===== config.mk =====
export PLATFORM = sky130hd
export DESIGN_NAME = bp_lite_to_burst_buffered
export DESIGN_NICKNAME = d
export VERILOG_FILES = /design/src/rtl/bp_me_pkg.sv /design/src/rtl/bp_lite_to_burst_fifo.sv /design/src/rtl/bp_lite_to_burst_buffered.sv
export SDC_FILE = /design/constraint.sdc
export NUM_CORES = 1
export LEC_CHECK = 0
export BUFFER_PORTS_ARGS = -buffer_cell sky130_fd_sc_hd__buf_2
export CORE_AREA = 2 2 265 267
export CTS_BUF_LIST = sky130_fd_sc_hd__clkbuf_4 sky130_fd_sc_hd__clkbuf_8
export DETAILED_ROUTE_END_ITERATION = 8
export DIE_AREA = 0 0 267 269
export PLACE_DENSITY = 0.44
export SLEW_MARGIN = 15
export SYNTH_ARGS = -nofsm -noshare
export SYNTH_HDL_FRONTEND = slang
export SYNTH_SLANG_ARGS = --single-unit

===== constraint.sdc =====
create_clock -name clk_i -period 9 [get_ports clk_i]
set_input_delay 0.9 -clock clk_i [delete_from_list [all_inputs] [get_ports clk_i]]
set_output_delay 0.9 -clock clk_i [all_outputs]
set_load 0.01 [all_outputs]

===== src/rtl/bp_me_pkg.sv =====
// bp_me_pkg: shared types and helpers for the lite-to-burst converter.
// Lite header layout (LSB first): msg_type[3:0], size[2:0], paddr, payload.
package bp_me_pkg;
  typedef enum logic [1:0] {e_bp_default_cfg, e_bp_small_cfg} bp_params_e;
  typedef enum logic [1:0] {e_idle, e_send, e_done} bp_lite_to_burst_state_e;
  localparam int unsigned msg_type_width_gp = 4;
  localparam int unsigned msg_size_width_gp = 3;
  function automatic int unsigned bp_paddr_width(bp_params_e cfg);
    return (cfg == e_bp_small_cfg) ? 32'd32 : 32'd40;
  endfunction
  function automatic int unsigned bp_lite_hdr_width(bp_params_e cfg, int unsigned payload_w);
    return msg_type_width_gp + msg_size_width_gp + bp_paddr_width(cfg) + payload_w;
  endfunction
  // sizes larger than the lite data word are clamped to a full burst
  function automatic int unsigned bp_lite_num_beats(logic [2:0] size, int unsigned out_bytes,
                                                    int unsigned words);
    int unsigned b;
    b = (32'd1 << size) / out_bytes;
    return (b < 32'd1) ? 32'd1 : (b > words) ? words : b;
  endfunction
endpackage


===== src/rtl/bp_lite_to_burst_fifo.sv =====
// bp_lite_to_burst_fifo: circular message buffer, ready-valid-and in, valid-yumi out.
module bp_lite_to_burst_fifo #(
  parameter int unsigned width_p = 1,
  parameter int unsigned els_p = 2
) (
  input  logic               clk_i,
  input  logic               reset_n_i,
  input  logic [width_p-1:0] data_i,
  input  logic               v_i,
  output logic               ready_and_o,
  output logic [width_p-1:0] data_o,
  output logic               v_o,
  input  logic               yumi_i,
  output logic               v_next_o
);
  localparam int unsigned ptr_w_lp = (els_p > 1) ? $clog2(els_p) : 1;
  localparam int unsigned cnt_w_lp = $clog2(els_p + 1);
  logic [width_p-1:0] mem_q [els_p];
  logic [ptr_w_lp-1:0] wptr_q, wptr_d, rptr_q, rptr_d;
  logic [cnt_w_lp-1:0] cnt_q, cnt_d;
  logic enq;
  function automatic logic [ptr_w_lp-1:0] inc(input logic [ptr_w_lp-1:0] p);
    return (p == ptr_w_lp'(els_p - 1)) ? '0 : p + ptr_w_lp'(1);
  endfunction
  // yumi is registered upstream, so a full buffer can accept while it dequeues
  assign ready_and_o = (cnt_q != cnt_w_lp'(els_p)) | yumi_i;
  assign enq = v_i & ready_and_o;
  assign v_o = cnt_q != '0;
  assign data_o = mem_q[rptr_q];
  assign v_next_o = cnt_d != '0;
  always_comb begin
    wptr_d = enq ? inc(wptr_q) : wptr_q;
    rptr_d = yumi_i ? inc(rptr_q) : rptr_q;
    cnt_d = cnt_q + cnt_w_lp'(enq) - cnt_w_lp'(yumi_i);
  end
  always_ff @(posedge clk_i or negedge reset_n_i)
    if (!reset_n_i) begin
      wptr_q <= '0;
      rptr_q <= '0;
      cnt_q <= '0;
    end else begin
      wptr_q <= wptr_d;
      rptr_q <= rptr_d;
      cnt_q <= cnt_d;
    end
  always_ff @(posedge clk_i)
    if (enq) mem_q[wptr_q] <= data_i;
endmodule


===== src/rtl/bp_lite_to_burst_buffered.sv =====
// bp_lite_to_burst_buffered: buffers lite messages and replays each as header plus data burst.
// Defining BP_LITE_TO_BURST_STATS_EN adds dequeue and beat counters.
module bp_lite_to_burst_buffered
  import bp_me_pkg::*;
#(
  parameter bp_params_e bp_params_p = e_bp_default_cfg,
  parameter int unsigned in_data_width_p = 512,
  parameter int unsigned out_data_width_p = 64,
  parameter int unsigned payload_width_p = 0,
  parameter logic [15:0] payload_mask_p = '0,
  parameter int unsigned buffer_els_p = 2,
  localparam int unsigned hdr_width_lp = bp_lite_hdr_width(bp_params_p, payload_width_p),
  localparam int unsigned in_msg_width_lp = hdr_width_lp + in_data_width_p,
  localparam int unsigned burst_words_lp = in_data_width_p / out_data_width_p
) (
  input  logic                        clk_i,
  input  logic                        reset_n_i,
  input  logic [in_msg_width_lp-1:0]  in_msg_i,
  input  logic                        in_msg_v_i,
  output logic                        in_msg_ready_and_o,
  output logic [hdr_width_lp-1:0]     out_msg_header_o,
  output logic                        out_msg_header_v_o,
  input  logic                        out_msg_header_ready_and_i,
  output logic                        out_msg_has_data_o,
  output logic [out_data_width_p-1:0] out_msg_data_o,
  output logic                        out_msg_data_v_o,
  input  logic                        out_msg_data_ready_and_i,
  output logic                        out_msg_last_o,
`ifdef BP_LITE_TO_BURST_STATS_EN
  output logic [31:0]                 msg_count_o,
  output logic [31:0]                 beat_count_o,
`endif
  output logic                        idle_o
);
  localparam int unsigned bw_lp = $clog2(burst_words_lp + 1);
  if (in_data_width_p % out_data_width_p != 0) begin : g_chk_ratio
    $error("in_data_width_p must be a multiple of out_data_width_p");
  end
  if (in_data_width_p < out_data_width_p) begin : g_chk_width
    $error("in_data_width_p must be >= out_data_width_p");
  end
  if (buffer_els_p < 1) begin : g_chk_els
    $error("buffer_els_p must be >= 1");
  end
  bp_lite_to_burst_state_e state_q, state_d;
  logic header_sent_q, header_sent_d;
  logic [bw_lp-1:0] beat_q, beat_d, num_beats;
  logic [in_msg_width_lp-1:0] head;
  logic [hdr_width_lp-1:0] hdr;
  logic [in_data_width_p-1:0] data_sh;
  logic head_v, v_next, yumi, fifo_ready, has_payload, hdr_done, burst_done, send;
  bp_lite_to_burst_fifo #(.width_p(in_msg_width_lp), .els_p(buffer_els_p)) fifo (
    .clk_i(clk_i),
    .reset_n_i(reset_n_i),
    .data_i(in_msg_i),
    .v_i(in_msg_v_i),
    .ready_and_o(fifo_ready),
    .data_o(head),
    .v_o(head_v),
    .yumi_i(yumi),
    .v_next_o(v_next)
  );
  assign in_msg_ready_and_o = reset_n_i & fifo_ready;
  assign hdr = head[hdr_width_lp-1:0];
  assign has_payload = payload_mask_p[hdr[3:0]];
  assign num_beats = bw_lp'(bp_lite_num_beats(hdr[6:4], out_data_width_p / 8, burst_words_lp));
  assign data_sh = head[hdr_width_lp +: in_data_width_p] >> (32'(beat_q) * out_data_width_p);
  assign out_msg_header_o = hdr;
  assign out_msg_data_o = data_sh[out_data_width_p-1:0];
  assign idle_o = (state_q == e_idle) & !head_v;
  always_comb begin
    send = state_q == e_send;
    yumi = state_q == e_done;
    out_msg_header_v_o = send & !header_sent_q;
    out_msg_has_data_o = out_msg_header_v_o & has_payload;
    out_msg_data_v_o = send & has_payload & (beat_q != num_beats);
    out_msg_last_o = out_msg_data_v_o & (beat_q == num_beats - bw_lp'(1));
    hdr_done = header_sent_q | (out_msg_header_v_o & out_msg_header_ready_and_i);
    burst_done = !has_payload | (beat_q == num_beats) | (out_msg_last_o & out_msg_data_ready_and_i);
    header_sent_d = send & hdr_done;
    beat_d = yumi ? '0 : beat_q + bw_lp'(out_msg_data_v_o & out_msg_data_ready_and_i);
    state_d = (state_q == e_idle) ? (head_v ? e_send : e_idle)
            : send ? ((hdr_done & burst_done) ? e_done : e_send)
            : (v_next ? e_send : e_idle);
  end
  always_ff @(posedge clk_i or negedge reset_n_i)
    if (!reset_n_i) begin
      state_q <= e_idle;
      header_sent_q <= 1'b0;
      beat_q <= '0;
    end else begin
      state_q <= state_d;
      header_sent_q <= header_sent_d;
      beat_q <= beat_d;
    end
`ifdef BP_LITE_TO_BURST_STATS_EN
  logic [31:0] msg_count_q, beat_count_q;
  always_ff @(posedge clk_i or negedge reset_n_i)
    if (!reset_n_i) begin
      msg_count_q <= '0;
      beat_count_q <= '0;
    end else begin
      msg_count_q <= msg_count_q + 32'(yumi);
      beat_count_q <= beat_count_q + 32'(out_msg_data_v_o & out_msg_data_ready_and_i);
    end
  assign msg_count_o = msg_count_q;
  assign beat_count_o = beat_count_q;
`endif
endmodule

* Yosys cells after proc, flatten, opt, wreduce, memory -nomap -nowiden
Memories as Yosys holds them, arrays and structs flattened.
Cells that the tools add are included.
** Storage, ports and cells
- Bits in registers :: 11
- Bits of input ports :: 564
- Memories kept :: 2
- RAM bits :: 1118
- ROM bits :: 16
** Cells by class
- Mux-type cells :: 13
- Add/subtract/negate cells :: 6
- Reductions and logical operators :: 6
- Bitwise gates (word level) :: 17
- Equal/unequal tests :: 6
- Shifts and indexed selects :: 2
- Order comparisons :: 3
** Memory list
- fifo.mem_q :: depth 2, bits a word 559, read ports 1, clocked after memory_dff 0, wr ports 1, RTL line bp_lite_to_burst_fifo.sv:18 : logic [width_p-1:0] mem_q [els_p];
- (name not given) :: depth 16, bits a word 1, read ports 1, clocked after memory_dff 0, wr ports 0, RTL line bp_lite_to_burst_buffered.sv:65 : assign has_payload = payload_mask_p[hdr[3:0]];
** Operators by type and width (number)
- 512-bit by 10-bit right shift with 64-bit output :: 1
- 1-bit by 3-bit left shift with 32-bit output, first input constant :: 1
- 29-bit by 4-bit greater-than comparator with 1-bit output, second input constant :: 1
- 29-bit by 1-bit < comparator with 1-bit output, second input constant :: 1
- 1-bit AND :: 13
- 4-bit 2-to-1 mux :: 3
- 4-bit equality test :: 2
- 1-bit 2-to-1 mux :: 7
- 2-bit 2-to-1 mux :: 3
- 4-bit by 5-bit < comparator with 1-bit output, second input constant :: 1
- 4-bit by 1-bit adder with 4-bit output :: 1
- 4-bit inequality test :: 1
- 1-bit bitwise OR :: 4
- 2-bit nonzero test :: 2
- 4-bit by 1-bit subtractor with 4-bit output, second input constant :: 1
- 1-bit logical NOT :: 3
- 1-bit adder, second input constant :: 2
- 2-bit by 1-bit adder with 2-bit output :: 1
- 2-bit by 1-bit equality test with 1-bit output, second input constant :: 1
- 2-bit equality test, second input constant :: 1
- 2-bit logical NOT :: 1
- 2-bit inequality test, second input constant :: 1
- 2-bit by 1-bit subtractor with 2-bit output :: 1

* Longest topological paths before layout
An unclocked memory read counts as a cell.
- Depth after elaboration :: 14
- Gate-level depth with buffers :: 6
- Gate-level depth less buffers :: 6

* Hierarchy
Synthesis repeated with hierarchy kept, for this count alone.
** Unflattened totals
- Cells, all modules :: 1781
- Area total of the unflattened synthesis :: 42363.1 um^2
** By module, submodules not included
- bp_lite_to_burst_fifo :: seq. area each 33672.3 um^2, instances 1, area an instance 42194.2 um^2, cells an instance 1762
- bp_lite_to_burst_buffered :: seq. area each 75.1 um^2, instances 1, area an instance 168.9 um^2, cells an instance 19

* Least setup slack after synthesis
Ideal clock, no wire load.
- Path kind :: input port to flip-flop
- Start point :: input port in_msg_v_i
- End point :: memory fifo.mem_q[0][0] in the netlist's numbering (enable)
- Data arrival time :: 5.814 ns
- Cell stages on the path :: 3
- Slack :: 2.604 ns
- Path through :: inv_1 > a21o_2 > nor2_1
** Between the ends
- Word-level cells in the longest chain between the ends :: 3
** RTL lines
- start: declaration :: RTL line bp_lite_to_burst_buffered.sv:19 : input logic in_msg_v_i,
- 1-bit AND :: RTL line bp_lite_to_burst_fifo.sv:27 : assign enq = v_i & ready_and_o;
- 1-bit 2-to-1 mux :: RTL line bp_lite_to_burst_fifo.sv:47 : if (enq) mem_q[wptr_q] <= data_i;
- 1-bit 2-to-1 mux (implied by the code) :: RTL line bp_lite_to_burst_fifo.sv:47
- end: declaration :: RTL line bp_lite_to_burst_fifo.sv:18
Every way passes these cells.

* Final worst setup path
- Start point :: register fifo.rptr_q
- End point :: output port out_msg_data_o[21]
** Between the ends
- Word-level cells in the longest chain between the ends :: 2
** RTL lines
- start: declaration :: RTL line bp_lite_to_burst_fifo.sv:19 : logic [ptr_w_lp-1:0] wptr_q, wptr_d, rptr_q, rptr_d;
- start signal: assignment :: RTL line bp_lite_to_burst_fifo.sv:43 : rptr_q <= rptr_d;
- memory 2 x 559 bit
- 512-bit by 10-bit right shift with 64-bit output :: RTL line bp_lite_to_burst_buffered.sv:67 : assign data_sh = head[hdr_width_lp +: in_data_width_p] >> (32'(beat_q) * out_data_width_p);
- end: declaration :: RTL line bp_lite_to_burst_buffered.sv:25 : output logic [out_data_width_p-1:0] out_msg_data_o,
Every way passes these cells.

==> out/summary.txt <==
==================================================================================================
Largest voltage drop on the vdd net .................................................     0.143 mV
Width of the die ....................................................................       267 um
Highest-count cells in the layout ignoring fill and taps ............................ buf_2, edfxtp_1, mux2_2, clkbuf_8, clkinv_1
Hold buffer count at CTS ............................................................            0
Port-buffer cells ...................................................................          228
Gr usage total ......................................................................        6.94%
Most frequent standard cell in the layout excluding fill and tap cells ..............        buf_2
CTS Root Cell .......................................................................     clkbuf_8
Wire length reported by the detailed router .........................................      25.8 mm
Number of placed I/O pins ...........................................................          681
Remaining design rule violation count ...............................................            0
Critical Path End Type ..............................................................   output pin
Fraction of final layout cells sized beyond drive strength 1 ........................        61.3%
Accumulated negative setup slack ....................................................         0 ns
Wire length of the first global-routing pass ........................................      34.8 mm
Transition time of the tightest slew-check pin ......................................     0.955 ns
Period utilization ..................................................................        43.6%
Leakage power .......................................................................      4.06 nW
Overall die height ..................................................................       269 um
Via count ...........................................................................         4599
Global-route met2 utilization .......................................................        11.0%
Hold Worst Slack ....................................................................     0.135 ns
Share of Yosys cell area claimed by the top area cell type ..........................        79.3%
CP Class ............................................................................ register to output pin
TritonCTS clock tree ................................................................         done
Total count of max-transition violations in the final report ........................            0
Cells after synthesis ...............................................................          386
Number of violations of the max-capacitance limit ...................................            0
Unique cell type count in the Yosys netlist .........................................           23
Kind of path behind the tightest hold check ......................................... input port to asynchronous set/reset pin
Number of gates resized after cts ...................................................            0
Power density over the cells ........................................................  318 nW/um^2
CP cell instances ................................................................... buf_4 > mux2_2 > buf_2
Cell area after synthesis ...........................................................    8410 um^2
GRT Residual Overflow ...............................................................            0
Vias per cell .......................................................................         2.82
Post-CTS Repair Setup Buffers .......................................................            0
Final hold viol count ...............................................................            0
Worst reg-to-reg setup slack ........................................................      5.51 ns
Sequential element share of the synthesized area ....................................        81.4%
Initial detailed-routing violation count ............................................          199
Relative slew margins ...............................................................        36.2%
Number of clock sinks ...............................................................          229
Total core area .....................................................................   69300 um^2
RSZ-0062 raised after global routing ................................................        false
Worst r2r src .......................................................................   state_q[0]
Most heavily used metal layer in global routing .....................................         met2
Pin count of the biggest net entering global routing ................................           58
Delay of the slowest cell on the worst path .........................................      1.00 ns
Die ar. .............................................................................   71800 um^2
Reg-to-reg endpoint ................................................................. fifo.mem_q[0][48]
WL per Instance .....................................................................      15.8 um
Max Clock Skew ......................................................................    0.0379 ns
Critical Path Fanout Max ............................................................           57
Initial core utilization ............................................................        12.1%
WP data required ....................................................................      8.10 ns
Maximum root-to-sink buffer count ...................................................            3
Flops & latches, synth ..............................................................          229
ANT nets after route ................................................................            0
Biggest area consumer among synthesized cells .......................................     edfxtp_1
Routing usage on met1 ...............................................................        7.37%
Critical path's slowest cell ........................................................      dfrtp_4
H-tree level count ..................................................................            2
Clock latency on the worst-skew pair ................................................      0.59 ns
Global placer's final weighted congestion ...........................................        0.675
Met3 routing resource usage after global routing ....................................        4.67%
Layout Nets .........................................................................         1217
Site row count ......................................................................           97
Yosys warning total .................................................................            0
Sort of element at the start of the critical path ...................................     register
Period minus WS final ...............................................................      3.93 ns
Clock transition time at the flip-flop clock pins of the worst setup and hold paths .      0.06 ns
DPL Wire Length .....................................................................      18.5 mm
Number of global-route vias before repair ...........................................         4773
Avg Cell Area, Syn ..................................................................    21.8 um^2
Final setup violation count .........................................................            0
Largest cells by area after synthesis ............................................... edfxtp_1, mux2_2, dfrtp_1
Data arrival time of the worst path .................................................      3.03 ns
Antenna violations before repair ....................................................           22
Number of optimization iterations in the first detailed-route pass ..................            4
Achievable clock frequency ..........................................................      255 MHz
Area growth from synthesis to layout ................................................        37.4%
Path depth of the worst reg2reg path ................................................            5
Number of buffers created by CTS ....................................................           44
Status .............................................................................. finished clean
==================================================================================================
==> logic make-up (layout without fill, tap and decap cells) <==
logic type	Yosys count	count (layout)	share of synthesized area [%]
flip-flops	229	229	81.4
multiplexers	111	111	14.9
buffers and inverters	19	313	1.40
AND/OR/NAND/NOR	13	13	0.878
AO/OA/AOI/OAI	7	7	0.788
XOR/XNOR	5	5	0.521
adder cells (fa/ha/maj)	1	1	0.149
other	1	9	0.0446
==> cell usage after synthesis (all sizes together) <==
| master | number |
|---|---|
| edfxtp | 222 |
| mux2 | 111 |
| buf | 15 |
| dfrtp | 7 |
| nor2 | 6 |
| inv | 4 |
| xnor2 | 4 |
| nand2b | 3 |
| a211oi | 2 |
| a2111oi | 1 |
| a21boi | 1 |
| a21o | 1 |
| a21oi | 1 |
| and2b | 1 |
| and3 | 1 |
| conb | 1 |
| ha | 1 |
| nor4 | 1 |
| o21ai | 1 |
| or3 | 1 |
| xor2 | 1 |
==> worst max-delay path, delay by kind of cell, from the launching register on <==
kind | cells | cell delay [ns]
flops | 1 | 1.00
buf+inv | 2 | 0.94
mux | 1 | 0.41
==> final cells by class <==
cell class | count | area, um^2
Antenna cell | 6 | 15.0
Clock buffer | 54 | 681
Clock inverter | 22 | 171
Fill cell | 7617 | 57700
Inverter | 4 | 15.0
Multi-Input combinational cell | 140 | 1470
Sequential cell | 229 | 6850
Tap cell | 940 | 1180
Timing Repair Buffer | 233 | 1180
==> how the worst max path moves through the flow <==
stage | from | to | slack (ns)
3_5_place_dp | in_msg_v_i | fifo.mem_q[0][109] | 4.98
6_report | fifo.rptr_q | out_msg_data_o[21] | 5.07
5_1_grt | fifo.rptr_q | out_msg_data_o[0] | 4.81
4_1_cts | fifo.rptr_q | out_msg_data_o[0] | 4.87
3_3_place_gp | in_msg_v_i | fifo.mem_q[1][109] | 5.06
2_1_floorplan | in_msg_v_i | fifo.mem_q[0][0] | 2.60
==> sequential cells by signal, indices dropped and copies added (netlist names) <==
signal and count:
fifo.cnt_q 2, fifo.mem_q 222, fifo.rptr_q 1, fifo.wptr_q 1, header_sent_q 1, state_q 2
==> per-layer routing <==
layer	wire length [um]	up-vias
li1	-	2075
met1	9570	2258
met2	12000	195
met3	3440	53
met4	600	18
met5	123	-
==> per-stage QoR <==
| step | area [um^2] | power [mW] | setup WS, ns | cells | util [%] |
|---|---|---|---|---|---|
| after floorplan | 8420 | 2.24 | 2.60 | 388 | - |
| after global placement | 10700 | 2.73 | 5.06 | 1546 | 15.4 |
| after detailed placement | 10700 | 2.74 | 4.98 | 1546 | 15.4 |
| after CTS | 11500 | 3.79 | 4.87 | 1622 | 16.7 |
| after global routing | 11500 | 3.90 | 4.81 | 1622 | 16.7 |
| final | 11600 | 3.67 | 5.07 | 1628 | 16.7 |
==> report_power, final <==
group / total [mW] / switching (mW) / internal (mW)
Sequential: 1.58 / 0.111 / 1.47
Combinational: 1.08 / 0.629 / 0.450
Clock: 1.01 / 0.455 / 0.558
Total: 3.67 / 1.20 / 2.47
(Power assumes the default switching activity.)
